### config.mk
export PLATFORM = sky130hd
export DESIGN_NAME = serial_add
export DESIGN_NICKNAME = d
export VERILOG_FILES = /design/src/rtl/serial_add.sv
export SDC_FILE = /design/constraint.sdc
export NUM_CORES = 1
export LEC_CHECK = 0
export ABC_CLOCK_PERIOD_IN_PS = 6100
export CAP_MARGIN = 15
export CORE_UTILIZATION = 55
export DETAILED_ROUTE_END_ITERATION = 8
export PLACE_DENSITY = 0.89
export SETUP_SLACK_MARGIN = 0.4
export SKIP_CTS_REPAIR_TIMING = 1
export SLEW_MARGIN = 20
export SYNTH_ARGS = -nofsm -noshare
export SYNTH_HDL_FRONTEND = slang
export SYNTH_SLANG_ARGS = --single-unit
### constraint.sdc
create_clock -name clk -period 6.1 [get_ports clk]
set_input_delay 0.61 -clock clk [delete_from_list [all_inputs] [get_ports clk]]
set_output_delay 0.61 -clock clk [all_outputs]
set_load 0.005 [all_outputs]
### src/rtl/serial_add.sv
// Bit-serial adder/subtractor: one full adder plus a carry flop, LSB first,
// one result bit per clock, valid/ready handshake on both sides.

module add1 (
  input  logic a,
  input  logic b,
  input  logic cin,
  output logic out,
  output logic carry_out
);
  assign out       = a ^ b ^ cin;
  assign carry_out = (a & b) | (cin & (a ^ b));
endmodule

module serial_add #(
  parameter int WIDTH = 4
) (
  input  logic             clk,
  input  logic             rst_n,
  input  logic             in_valid,
  output logic             in_ready,
  input  logic [WIDTH-1:0] a,
  input  logic [WIDTH-1:0] b,
  input  logic             sub,
  output logic             out_valid,
  input  logic             out_ready,
  output logic [WIDTH-1:0] result,
  output logic             carry_out,
  output logic             overflow,
  output logic             zero
);
  localparam int CW = $clog2(WIDTH);

  typedef enum logic [1:0] {
    IDLE = 2'd0,
    RUN  = 2'd1,
    DONE = 2'd2
  } state_e;

  state_e           state_q, state_d;
  logic [WIDTH-1:0] a_q, a_d;
  logic [WIDTH-1:0] b_q, b_d;
  logic [CW-1:0]    cnt_q, cnt_d;
  logic             carry_q, carry_d;
  logic [WIDTH-1:0] res_q, res_d;
  logic             cout_q, cout_d;
  logic             ovf_q, ovf_d;
  logic             zero_q, zero_d;
  logic             in_ready_q, in_ready_d;
  logic             out_valid_q, out_valid_d;

  logic             sum_bit_s;
  logic             carry_bit_s;

  add1 u_add1 (
    .a         (a_q[cnt_q]),
    .b         (b_q[cnt_q]),
    .cin       (carry_q),
    .out       (sum_bit_s),
    .carry_out (carry_bit_s)
  );

  // Next-state and next-output logic for the IDLE/RUN/DONE sequencer.
  always_comb begin
    state_d     = state_q;
    a_d         = a_q;
    b_d         = b_q;
    cnt_d       = cnt_q;
    carry_d     = carry_q;
    res_d       = res_q;
    cout_d      = cout_q;
    ovf_d       = ovf_q;
    zero_d      = zero_q;
    in_ready_d  = in_ready_q;
    out_valid_d = out_valid_q;

    case (state_q)
      IDLE: begin
        if (in_valid) begin
          // Subtraction as A + ~B + 1: the +1 enters through the carry flop.
          a_d        = a;
          b_d        = sub ? ~b : b;
          carry_d    = sub;
          cnt_d      = {CW{1'b0}};
          in_ready_d = 1'b0;
          state_d    = RUN;
        end else begin
          in_ready_d = 1'b1;
        end
      end
      RUN: begin
        res_d[cnt_q] = sum_bit_s;
        carry_d      = carry_bit_s;
        if (cnt_q == CW'(WIDTH - 1)) begin
          // carry_q here is the carry into the MSB.
          cout_d      = carry_bit_s;
          ovf_d       = carry_q ^ carry_bit_s;
          zero_d      = (res_d == {WIDTH{1'b0}});
          cnt_d       = {CW{1'b0}};
          out_valid_d = 1'b1;
          state_d     = DONE;
        end else begin
          cnt_d = cnt_q + CW'(1);
        end
      end
      DONE: begin
        if (out_ready) begin
          out_valid_d = 1'b0;
          in_ready_d  = 1'b1;
          state_d     = IDLE;
        end else begin
          out_valid_d = 1'b1;
        end
      end
      default: begin
        state_d     = IDLE;
        in_ready_d  = 1'b1;
        out_valid_d = 1'b0;
      end
    endcase
  end

  // State and output registers with synchronous active-low reset.
  always_ff @(posedge clk) begin
    if (!rst_n) begin
      state_q     <= IDLE;
      a_q         <= {WIDTH{1'b0}};
      b_q         <= {WIDTH{1'b0}};
      cnt_q       <= {CW{1'b0}};
      carry_q     <= 1'b0;
      res_q       <= {WIDTH{1'b0}};
      cout_q      <= 1'b0;
      ovf_q       <= 1'b0;
      zero_q      <= 1'b0;
      in_ready_q  <= 1'b1;
      out_valid_q <= 1'b0;
    end else begin
      state_q     <= state_d;
      a_q         <= a_d;
      b_q         <= b_d;
      cnt_q       <= cnt_d;
      carry_q     <= carry_d;
      res_q       <= res_d;
      cout_q      <= cout_d;
      ovf_q       <= ovf_d;
      zero_q      <= zero_d;
      in_ready_q  <= in_ready_d;
      out_valid_q <= out_valid_d;
    end
  end

  assign in_ready  = in_ready_q;
  assign out_valid = out_valid_q;
  assign result    = res_q;
  assign carry_out = cout_q;
  assign overflow  = ovf_q;
  assign zero      = zero_q;
endmodule

**Yosys cells after proc, flatten, opt, wreduce, memory -nomap -nowiden**

Cells that the tools add are included.

- ROM bits: 0
- Word-level logic and storage cells: 62
- RAM bits: 0
- Flip-flop bits (word level): 22
- Latch bits: 0
- Output and inout bits: 9
- Memories kept: 0

- $lt $le $gt $ge: 2
- Shift operators: 0
- Multipliers: 0
- Add/sub/neg operators: 1
- Equality and inequality tests: 6
- Bitwise logic cells: 9
- Reductions and logical operators: 10
- Divide/modulo/power cells: 0
- Multiplexer cells: 23

Operator list:

| cell | count |
|---|---|
| 2-to-1 mux 2 bit | 5 |
| AND reduction 2 bit | 5 |
| 2-to-1 mux 1 bit | 8 |
| inequality test 2 bit (second input constant) | 3 |
| case mux 1 bit (3 select lines) | 2 |
| case mux 2 bit (3 select lines) | 1 |
| binary-select mux 1 bit (select 2 bit) | 2 |
| bitwise mux 4 bit | 1 |
| == test 2 bit (second input constant) | 2 |
| logical NOT 4 bit | 1 |
| 2-to-1 mux 4 bit | 1 |
| inverter 4 bit | 1 |
| case mux 2 bit (2 select lines) | 1 |
| less-than comparator 2 x 3 -> 1 bit (second input constant) | 1 |
| AND reduction 3 bit | 1 |
| XOR 1 bit | 3 |
| adder 2 x 1 -> 2 bit (second input constant) | 1 |
| AND 1 bit | 2 |
| demux 1 bit (select 2 bit) | 1 |
| == test 2 x 1 -> 1 bit (second input constant) | 1 |
| greater-or-equal comparator 2 x 1 -> 1 bit (second input constant) | 1 |
| logical NOT 2 bit | 1 |
| inverter 1 bit | 2 |
| case mux 1 bit (2 select lines) | 1 |
| other kinds (3) | 3 |

**Depth between registers and ports, before layout**

- Word-level depth: 6
- Depth in mapped cells: 7
- Mapped depth without buffers: 5

**Modules after synthesis**

Synthesis repeated with hierarchy kept, for this count alone.

- Cells, all modules: 123
- Area, all modules: 1176.1 um2

By module, submodules not included:

| module | instances | cells each | area each (um2) | sequential area each (um2) |
|---|---|---|---|---|
| serial_add | 1 | 122 | 1156.1 | 440.4 |
| add1 | 1 | 1 | 20.0 | 0.0 |

**Least setup slack after synthesis**

No wires, ideal clock.

- Path type: reg-to-reg
- Start: reg cnt_q[0]
- End: reg zero_q (netlist: zero)
- Required time: 6013 ps
- Data arrival time: 1833 ps
- Stages on the path, launching flop included: 5
- Setup time: 87 ps
- Clock period less this slack: 1920 ps
- Slack: 4180 ps
- Cells stage by stage: dfxtp_1 mux4_2 fa_1 nand3b_1 o31ai_1

- Word-level cells in the longest chain between the ends: 6

Ends and longest elaborated chain:

| what | line | RTL |
|---|---|---|
| start, declared | 43 | `logic [CW-1:0] cnt_q, cnt_d;` |
| start signal, assigned | 129 | `cnt_q <= {CW{1'b0}};` |
| start signal, assigned | 141 | `cnt_q <= cnt_d;` |
| less-than comparator 2 x 3 -> 1 bit (implied by the code), or another cell as far along | 92 | `res_d[cnt_q] = sum_bit_s;` |
| logical AND 1 bit (implied by the code), or another cell as far along | 92 |  |
| 2-to-1 mux 1 bit (implied by the code) / XOR 1 bit (equally long branches) | 92, 11 |  |
| demux 1 bit (select 2 bit) / XOR 1 bit (equally long branches) | 92, 11 |  |
| bitwise mux 4 bit | 92 |  |
| logical NOT 4 bit | 98 | `zero_d = (res_d == {WIDTH{1'b0}});` |
| end signal, assigned | 146 | `zero_q <= zero_d;` |
| end, declared | 48 | `logic zero_q, zero_d;` |

Several ways; a longest one is shown, not always the timed one. The select of a mux whose other input is x is not followed.
A chain may end at the register's enable or synchronous reset.

**Final worst setup path**

Same ends and word-level chain as after synthesis.

==> flow_summary.json <==
{
  "cts_buffer_depth": 2,
  "rows": 16,
  "layoutNonFillerInstCount": 169,
  "slew_headroom_pct": 46.58,
  "critical_path.cell_chain": "mux4_2, fa_1, nand3b_1, o31ai_1",
  "grtUsageMet2_pct": 38.74,
  "die_h_um": 49.67,
  "nFillCells": 178,
  "syn_area_per_cell_um2": 10.00,
  "critPathArrivalTime_ps": 2320,
  "cts_buffers": 3,
  "grt_use_met1_pct": 24.95,
  "syn_inst": 125,
  "crit_family": "multiplexers",
  "hold_path.class": "register to register",
  "synth_warnings": 0,
  "worstPathRequired_ps": 6320,
  "wl_per_cell_um": 13.87,
  "critical_path_class": "register to register",
  "antenna_found_initial": 0,
  "cts-root-buf": "clkbuf_4",
  "core_mm2": 0.002042,
  "place_area_mm2": 0.001434,
  "setup_viol": 0,
  "gp_congestion": 0.7538,
  "max_freq_mhz": 478.2,
  "vias": 951,
  "hpwlAfterDp_um": 1855,
  "setup.worst_path.end_class": "register",
  "port-buffer-count": 21,
  "crit_slowest_cell": "mux4_2",
  "final_hold_viol_count": 0,
  "cp-start-kind": "register",
  "finalInstanceArea_mm2": 0.001456,
  "critPathMaxStageDelay_ps": 570,
  "grt_pass1_vias": 934,
  "status": "finished clean",
  "cts.clk_slew.worst_paths_ps": 120,
  "slew_viol_final": 0,
  "cts_tree": "yes",
  "synth_edf_count": 0,
  "cap_violations": 0,
  "met3_usage_pct": 3.704,
  "first_pass_iters": 4,
  "die_width_um": 49.67,
  "ys_types": 35,
  "grtUsageTotal_pct": 21.61,
  "drtIter0Drc": 20,
  "ys.flop_type": "dfxtp_1",
  "h-tree-depth": 1,
  "dieArea_mm2": 0.002467,
  "synth_seq_area_share_pct": 35.24,
  "worst-path-max-fanout": 7,
  "reg2reg_slack_ps": 4010,
  "synth_seq_cells": 22,
  "syn_area_mm2": 0.001250,
  "top_usage_layer": "met2",
  "fin_tns_setup_ps": 0,
  "leakagePower_nw": 0.5756,
  "clock-sinks": 22,
  "syn_to_final_growth_pct": 16.52,
  "finalCriticalPeriod_ps": 2091,
  "drc": 0,
  "grt_pass1_wl_um": 4077,
  "synthArstFlopShare_pct": 0,
  "antenna_left": 0,
  "tightest_slew_ps": 798.8,
  "dp_cells": 166,
  "drive_gt1_share_pct": 11.97,
  "pin_count": 22,
  "grt_max_degree": 26,
  "routed_via_density": 5.627,
  "syn-num-nets": 147,
  "worstSkewPairLatency_ps": 300,
  "initial_core_util_pct": 61.21,
  "period_share_pct": 34.28,
  "crit_buf_inv": 0,
  "wirelength_um": 2344,
  "fin_skew_ps": 9.437,
  "fin_nets": 166,
  "ir_worst_vdd_mv": 0.1668,
  "n_antenna_cell": 0,
  "rsz0062_at_grt": "false",
  "power_density_mw_per_mm2": 257.7,
  "p_total_uw": 375.3,
  "grt-ovfl-total": 0
}
[path summary, 6_finish.rpt]
kind                            cells past startpoint                    from                endpoint
worst max-delay path                                4   cnt_q[0]$_SDFFE_PN0P_       zero$_SDFFE_PN0P_
worst min-delay path                                2  result[3]$_SDFFE_PN0P_  result[3]$_SDFFE_PN0P_
worst max register to register                      4   cnt_q[0]$_SDFFE_PN0P_       zero$_SDFFE_PN0P_
worst min register to register                      2  result[3]$_SDFFE_PN0P_  result[3]$_SDFFE_PN0P_
[metrics by stage]
step / setup WS, ps / util [%] / hold slack [ps]
floorplan: 4180 / - / 431.9
global placement: 4093 / 70.22 / 445.1
detailed placement: 4004 / 70.22 / 449.1
CTS: 4008 / 71.32 / 465.8
global route: 3901 / 71.32 / 486.0
finish: 4009 / 71.32 / 460.6
[sequential cells by signal, indices dropped and copies added, names as in the netlist]
signal     count
overflow       1
state_q        2
out_valid      1
zero           1
carry_q        1
carry_out      1
result         4
a_q            4
b_q            4
cnt_q          2
in_ready       1
[cells in the final DEF, fill, tap and decap left out]
cell type	synthesis	layout
nor2_1	3	3
o211a_1	4	4
and2_4	1	1
nand3_1	4	4
nor2b_2	1	1
xor2_1	1	1
ha_1	8	8
inv_1	7	7
or3b_1	1	1
fa_1	1	1
clkdlybuf4s50_1	0	21
xnor2_1	4	4
o22ai_1	2	2
nand3b_1	2	2
nand2_1	19	19
nor2b_1	4	4
o21ai_1	1	1
clkbuf_4	0	3
dfxtp_1	22	22
a21boi_2	2	2
o311ai_4	1	1
a32oi_1	2	2
a21boi_1	5	5
o311ai_1	2	2
o41ai_2	2	2
mux4_2	2	2
nand2_2	3	3
o31ai_1	2	2
nor3b_1	1	1
mux2i_1	3	3
a21oi_1	3	3
nand2b_1	2	2
nor2b_4	2	2
o211ai_1	1	1
[cell usage after synthesis (all sizes together), types with 2 or more instances]
cell | n | area, µm²
dfxtp | 22 | 440.4
nand2 | 22 | 90.09
ha | 8 | 100.1
a21boi | 7 | 60.06
inv | 7 | 26.28
nor2b | 7 | 61.31
buf | 6 | 55.05
nand3 | 4 | 20.02
o211a | 4 | 40.04
xnor2 | 4 | 35.03
a21oi | 3 | 15.01
mux2i | 3 | 30.03
nor2 | 3 | 11.26
o311ai | 3 | 43.80
a32oi | 2 | 17.52
mux4 | 2 | 45.04
nand2b | 2 | 12.51
nand3b | 2 | 15.01
o22ai | 2 | 12.51
o31ai | 2 | 15.01
o41ai | 2 | 32.53
[report_power, final]
group          switching (mW)  internal, mW  total, mW
Clock                  0.0401        0.0230     0.0631
Sequential             0.0159         0.160      0.176
Combinational          0.0710        0.0649      0.136
[area by class of cell]
| class | count | area, µm² | area share (%) |
|---|---|---|---|
| clock buffers | 3 | 22.52 | 1.546 |
| inverters | 7 | 26.28 | 1.804 |
| multi-input cells | 89 | 723.2 | 49.66 |
| flip-flops and latches | 22 | 440.4 | 30.24 |
| well taps | 27 | 33.78 | 2.320 |
| repair buffers | 21 | 210.2 | 14.43 |
[layer usage]
layer	vias to the layer above	routed length, µm	part of all wire, %
li1	469	-	-
met1	447	982	42
met2	31	1227	52
met3	4	99	4.2
met4	0	34	1.5
met5	-	0	0
[logic make-up after synthesis]
logic type | count (synthesis) | synth area share [%]
xor gates and xnor gates | 5 | 3.503
buffers and inverters | 14 | 6.907
AOI/OAI and AO/OA | 27 | 19.92
muxes | 5 | 6.006
and+or+nand+nor | 43 | 18.82
adders and majority gates | 9 | 9.610
DFF | 22 | 35.24
[worst reg2reg max path: cells and delay by family, from the launching register on]
family,cells,cell delay (ps)
fa+ha+maj,1,540
mux,1,570
compound gates,1,210
simple gates,1,190
flops,1,520
Note: power is estimated with default switching activity, not from simulation.
